$ cat config.mk
export PLATFORM = sky130hd
export DESIGN_NAME = instruction_fetch_stage
export DESIGN_NICKNAME = d
export VERILOG_FILES = /design/src/rtl/instruction_fetch_stage.sv
export SDC_FILE = /design/constraint.sdc
export NUM_CORES = 1
export LEC_CHECK = 0
export ABC_AREA = 1
export CELL_PAD_IN_SITES_DETAIL_PLACEMENT = 2
export CELL_PAD_IN_SITES_GLOBAL_PLACEMENT = 2
export CORE_ASPECT_RATIO = 1.4
export CORE_MARGIN = 8
export CORE_UTILIZATION = 34
export CTS_CLUSTER_DIAMETER = 50
export DETAILED_ROUTE_END_ITERATION = 16
export DONT_BUFFER_PORTS = 1
export GPL_ROUTABILITY_DRIVEN = 0
export PLACE_DENSITY_LB_ADDON = 0.1
export SLEW_MARGIN = 5
export SYNTH_ARGS = -nofsm -noshare
export SYNTH_HDL_FRONTEND = slang
export SYNTH_SLANG_ARGS = --single-unit
$ cat constraint.sdc
create_clock -name clk -period 1.5 [get_ports clk]
set_input_delay 0.15 -clock clk [delete_from_list [all_inputs] [get_ports clk]]
set_output_delay 0.15 -clock clk [all_outputs]
set_load 0.005 [all_outputs]
$ cat src/rtl/instruction_fetch_stage.sv
// Instruction fetch front end: owns the PC, issues single-outstanding fetches over a
// request/response handshake, and drives the IF/ID register through a one-entry skid.
module instruction_fetch_stage #(
   parameter logic [63:0] RESET_PC = 64'h0,
   parameter logic [31:0] NOP_INST = 32'h0000_0013
) (
   input  logic        clk,
   input  logic        reset,
   output logic        imem_req,
   output logic [63:0] imem_addr,
   input  logic        imem_ready,
   input  logic        imem_rvalid,
   input  logic [31:0] imem_rdata,
   input  logic        stall,
   input  logic        branch_taken,
   input  logic [63:0] branch_target,
   output logic        if_id_valid,
   output logic [31:0] if_id_instruction,
   output logic [63:0] if_id_inst_addr
);

   typedef enum logic [1:0] {
      ST_REQ     = 2'd0,
      ST_WAIT    = 2'd1,
      ST_DISCARD = 2'd2
   } state_t;

   state_t      state_r;
   state_t      state_next_s;
   logic [63:0] pc_r;
   logic [63:0] issued_pc_r;
   logic        skid_valid_r;
   logic [31:0] skid_inst_r;
   logic [63:0] skid_addr_r;
   logic        if_id_valid_r;
   logic [31:0] if_id_inst_r;
   logic [63:0] if_id_addr_r;
   logic        req_s;
   logic        accept_s;
   logic        new_inst_s;

   // FSM state register
   always_ff @(posedge clk or negedge reset) begin
      if (!reset) begin
         state_r <= ST_REQ;
      end else begin
         state_r <= state_next_s;
      end
   end

   // FSM next-state logic; a response arriving in WAIT always returns to REQ, even when dropped
   always_comb begin
      state_next_s = state_r;
      case (state_r)
         ST_REQ: begin
            if (accept_s) begin
               state_next_s = ST_WAIT;
            end else begin
               state_next_s = ST_REQ;
            end
         end
         ST_WAIT: begin
            if (imem_rvalid) begin
               state_next_s = ST_REQ;
            end else if (branch_taken) begin
               state_next_s = ST_DISCARD;
            end else begin
               state_next_s = ST_WAIT;
            end
         end
         ST_DISCARD: begin
            if (imem_rvalid) begin
               state_next_s = ST_REQ;
            end else begin
               state_next_s = ST_DISCARD;
            end
         end
         default: begin
            state_next_s = ST_REQ;
         end
      endcase
   end

   // FSM outputs: request is withheld while the skid holds an instruction or a redirect is live
   always_comb begin
      req_s      = (state_r == ST_REQ) && !branch_taken && !skid_valid_r;
      accept_s   = req_s && imem_ready;
      new_inst_s = (state_r == ST_WAIT) && imem_rvalid && !branch_taken;
   end

   assign imem_req  = req_s;
   assign imem_addr = pc_r;

   // Program counter and the address of the request in flight
   always_ff @(posedge clk or negedge reset) begin
      if (!reset) begin
         pc_r        <= RESET_PC;
         issued_pc_r <= 64'h0;
      end else begin
         if (branch_taken) begin
            pc_r <= branch_target;
         end else if (accept_s) begin
            pc_r <= pc_r + 64'd4;
         end else begin
            pc_r <= pc_r;
         end
         if (accept_s) begin
            issued_pc_r <= pc_r;
         end else begin
            issued_pc_r <= issued_pc_r;
         end
      end
   end

   // IF/ID register and skid: flush beats stall, skid drains before any new response
   always_ff @(posedge clk or negedge reset) begin
      if (!reset) begin
         skid_valid_r  <= 1'b0;
         skid_inst_r   <= 32'h0;
         skid_addr_r   <= 64'h0;
         if_id_valid_r <= 1'b0;
         if_id_inst_r  <= NOP_INST;
         if_id_addr_r  <= 64'h0;
      end else if (branch_taken) begin
         skid_valid_r  <= 1'b0;
         if_id_valid_r <= 1'b0;
         if_id_inst_r  <= NOP_INST;
      end else if (stall) begin
         if (new_inst_s) begin
            skid_valid_r <= 1'b1;
            skid_inst_r  <= imem_rdata;
            skid_addr_r  <= issued_pc_r;
         end else begin
            skid_valid_r <= skid_valid_r;
         end
      end else if (skid_valid_r) begin
         skid_valid_r  <= 1'b0;
         if_id_valid_r <= 1'b1;
         if_id_inst_r  <= skid_inst_r;
         if_id_addr_r  <= skid_addr_r;
      end else if (new_inst_s) begin
         if_id_valid_r <= 1'b1;
         if_id_inst_r  <= imem_rdata;
         if_id_addr_r  <= issued_pc_r;
      end else begin
         if_id_valid_r <= 1'b0;
         if_id_inst_r  <= NOP_INST;
      end
   end

   assign if_id_valid       = if_id_valid_r;
   assign if_id_instruction = if_id_inst_r;
   assign if_id_inst_addr   = if_id_addr_r;

endmodule

==> summary.md <==
| Metric | Value |
|---|---|
| Status | `finished, violations left` |
| Failing checks | `negative hold slack, negative setup slack` |
| Post-synth EDFFs | `0` |
| Area of the die | `52500 sq um` |
| Grt met2 use | `58.0%` |
| Busiest grt layer | `met2` |
| Post-Route WL | `99500 um` |
| # DRC | `0` |
| WHS | `-0.717 ns` |
| CP top delay family | `simple AND/OR/NAND/NOR gates` |
| TritonRoute pass-1 iters | `5` |
| Power per Cell Area | `1300 nW/um^2` |
| Ys Warns | `0` |
| Top_reg_cell synth | `dfrtp_1` |
| Synth Register Bits | `324` |
| Core Rows | `92` |
| Fin crit period | `2.07 ns` |
| Synth top area share | `between 50% and 60%` |
| Final period utilization | `138%` |
| Ports | `264` |
| Avg WL per Cell | `33.6 um` |
| CTS Buf Count | `43` |
| Worst-path clk slew | `approximately 0.060 ns` |
| Post-Syn Instances | `roughly 1.9k` |
| R2R Path Start | `imem_addr[3]` |
| Antenna viol nets, final | `0` |
| CP Data Required Time | `roughly 1.8 ns` |
| Largest net degree at the start of global routing | `325` |
| Sequential share of the synthesized area | `52.6%` |
| CP max stage delay | `approximately 0.5 ns` |
| Final instance area | `24000 sq um` |
| R2R setup slack | `-0.57 ns` |
| WP buf/inv | `2` |
| Synth Area per Inst | `8.11 sq um` |
| VDD IR max | `0.00122 V` |
| Critical R2R Capture | `imem_addr[26]` |
| Comb power frac | `a little under a quarter` |
| Chip height | `268 um` |
| Clock buffer depth | `3` |
| CTS tree | `done` |
| Starting Density | `34.3%` |
| Leak pwr | `11.3 nW` |
| Final hold violation count | `325` |
| Vias in the first global route | `~19k` |
| Register share of total power | `between 40% and 50%` |
| NetSw | `around 11 mW` |
| GRT Overall Usage | `31.8%` |
| Placed instance area | `18000 sq um` |
| Worst min path class | `primary input to asynchronous set/reset pin` |
| CP endpoint kind | `flip-flop` |
| Worst Setup Path Type | `flip-flop to flip-flop` |
| Met3 usage | `7.24%` |
| Clock share of power | `between 30% and 40%` |
| Cells along the critical path | `ha_4 > inv_2 > nor2_4 > nand2_4 > nor2_4 > buf_12 > nand2_4 > nand3_1 > nand4_1` |
| CTS H-tree lvls | `2` |
| Num Clock Sinks | `324` |
| Most numerous cell in the Yosys netlist | `nand2_1` |
| Met1 Use GR | `33.6%` |
| Core box area | `44900 sq um` |
| Worst Path Arrival | `2.41 ns` |
| Area contributors post-synth | `dfrtp_1 52%, nand2_1 13%, nor2_1 7.1%` |
| Cell Area, Synth | `15400 sq um` |
| Clk root buf | `clkbuf_16` |
| Final worst setup slack | `-0.575 ns` |
| DR vias | `17.2k` |
| Antenna violations before repair | `4` |
| Dpl hpwl | `47700 um` |
| Max-slew headroom | `approximately 46%` |
| Die width | `196 um` |
| R2R cell count | `9` |
| Area Overhead vs Synth | `55.9%` |
| Drt via density | `between 5 and 6` |
| Syn_nets | `2004` |
| Area of the multi-input gates | `7870 sq um` |
| Asr flop ratio synth | `100%` |
| Max Freq | `482 MHz` |
| Slew Limit Fails | `0` |
| Slowest cell on crit path | `dfrtp_2` |
| Total grt overflow | `0` |
| Fraction of layout cells with a size suffix above 1 | `about a third` |
| Worst slack, placed | `-0.366 ns` |
| Max FO, Critical Path | `5` |
| Nets | `2462` |
| Sw Ratio | `roughly a third` |
| First-pass GRT wire length | `126000 um` |
| Commonest cells post-synth | `540 x nand2_1, 321 x dfrtp_1, 290 x nor2_1` |
| I/O Buffers | `0` |
| Max Cap Viol | `0` |
| Number of library cell types mapped by synthesis | `34` |
| Critical path startpoint category | `flip-flop` |
| Fillers | `4587` |
| Pint | `20.2 mW` |
| RSZ-0062 raised after global routing | `true` |
| Iteration-0 DRC Markers | `1096` |
| Area leader, netlist | `dfrtp_1` |
| Clock Skew | `0.0187 ns` |
| FF+latch area | `8140 sq um` |
| Final setup fails | `between 300 and 400` |
| Clk_lat worst skew | `0.58 ns` |
| Slew @ Worst Pin | `between 0.8 and 0.9 ns` |
## worst max-delay path by stage
stage,start,endpoint,slack (ns),cells after the start
finish,imem_addr[3],imem_addr[26],-0.57,9
global route,imem_addr[3],imem_addr[26],-0.56,9
CTS,state_r[1],if_id_inst_addr[15],-0.23,11
detailed placement,imem_addr[3],imem_addr[60],-0.37,8
global placement,imem_addr[19],imem_addr[39],-0.28,7
floorplan,imem_addr[3],imem_addr[38],0.004,10
## flip-flops by register name, indices dropped and copies added, names as in the netlist
| signal | cells |
|---|---|
| if_id_instruction | 32 |
| state_r | 2 |
| if_id_valid | 1 |
| if_id_inst_addr | 64 |
| skid_valid_r | 1 |
| skid_addr_r | 64 |
| skid_inst_r | 32 |
| imem_addr | 64 |
| issued_pc_r | 64 |
## kinds of logic after synthesis
kind of cell / synth area share [%]
and+or+nand+nor: 24.5
AOI/OAI and AO/OA: 11.6
muxes: 3.90
xor gates and xnor gates: 0.455
buffers and inverters: 6.83
adders and majority gates: 0.0812
DFF: 52.6
## stage by stage
step / utilization [%] / power, mW / TNS, ns / instances
after global placement: 40.1 / 17.1 / -26.48 / 2661
after detailed placement: 40.1 / 17.4 / -44.05 / 2661
after CTS: 50.9 / 29.1 / -30.54 / 2916
final: 53.5 / 31.2 / -57.18 / 2957
after global routing: 53.5 / 32.2 / -72.42 / 2955
after floorplan: - / 14.8 / 0 / 1901
## placed cells by master, fill, tap and decap left out, types with 11 or more instances in the layout
cell             n
dfrtp_1        298
nand4_1         15
nand2_1        458
nor2_2          68
nand3_1         40
nand2_4         22
nor2_4         106
dfrtp_2         22
buf_16          19
o21ai_2         11
nor2_1         122
nand3b_1        22
inv_1          148
clkbuf_16       48
a31oi_1         58
mux2_4          25
mux2_2          20
nand3_2         12
a21oi_1         75
nand2_2         56
buf_12          25
clkbuf_8        14
dlygate4sd3_1  123
buf_6           41
buf_4          285
o21ai_1         20
o21ai_0        137
## final cells by class
type | instances | share of cell area (%)
Sequential cell | 324 | 33.9
Timing Repair Buffer | 506 | 21.8
Inverter | 160 | 2.62
Antenna cell | 2 | 0.0208
Clock buffer | 66 | 5.51
Multi-Input combinational cell | 1324 | 32.8
Clock inverter | 11 | 0.479
Tap cell | 564 | 2.94
## layer usage
metal	routed length [um]	part of all wire [%]
met4	7170	7.2
met5	43	0.043
met3	6480	6.5
met1	35000	35
met2	50800	51
## power by group through the flow
stage,sequential (mW),clock [mW],combinational [mW]
after floorplan,12.1,0,2.73
after global placement,12.7,0,4.39
after detailed placement,12.8,0,4.66
after CTS,12.8,10.6,5.72
after global routing,13.4,11.3,7.48
final,13.2,10.9,7.07
## timing repair
| action | 4_1_cts | 5_1_grt |
|---|---|---|
| hold endpoints to repair | 455 | 325 |
| pin swaps | 48 | 38 |
| gates resized for setup | 359 | 236 |
| endpoints found under the setup margin | 299 | 316 |
| hold buffers | 123 | 1 |
| setup buffers | 34 | 35 |
| cloned | 23 | 4 |
Power figures use the tool's default switching activity.
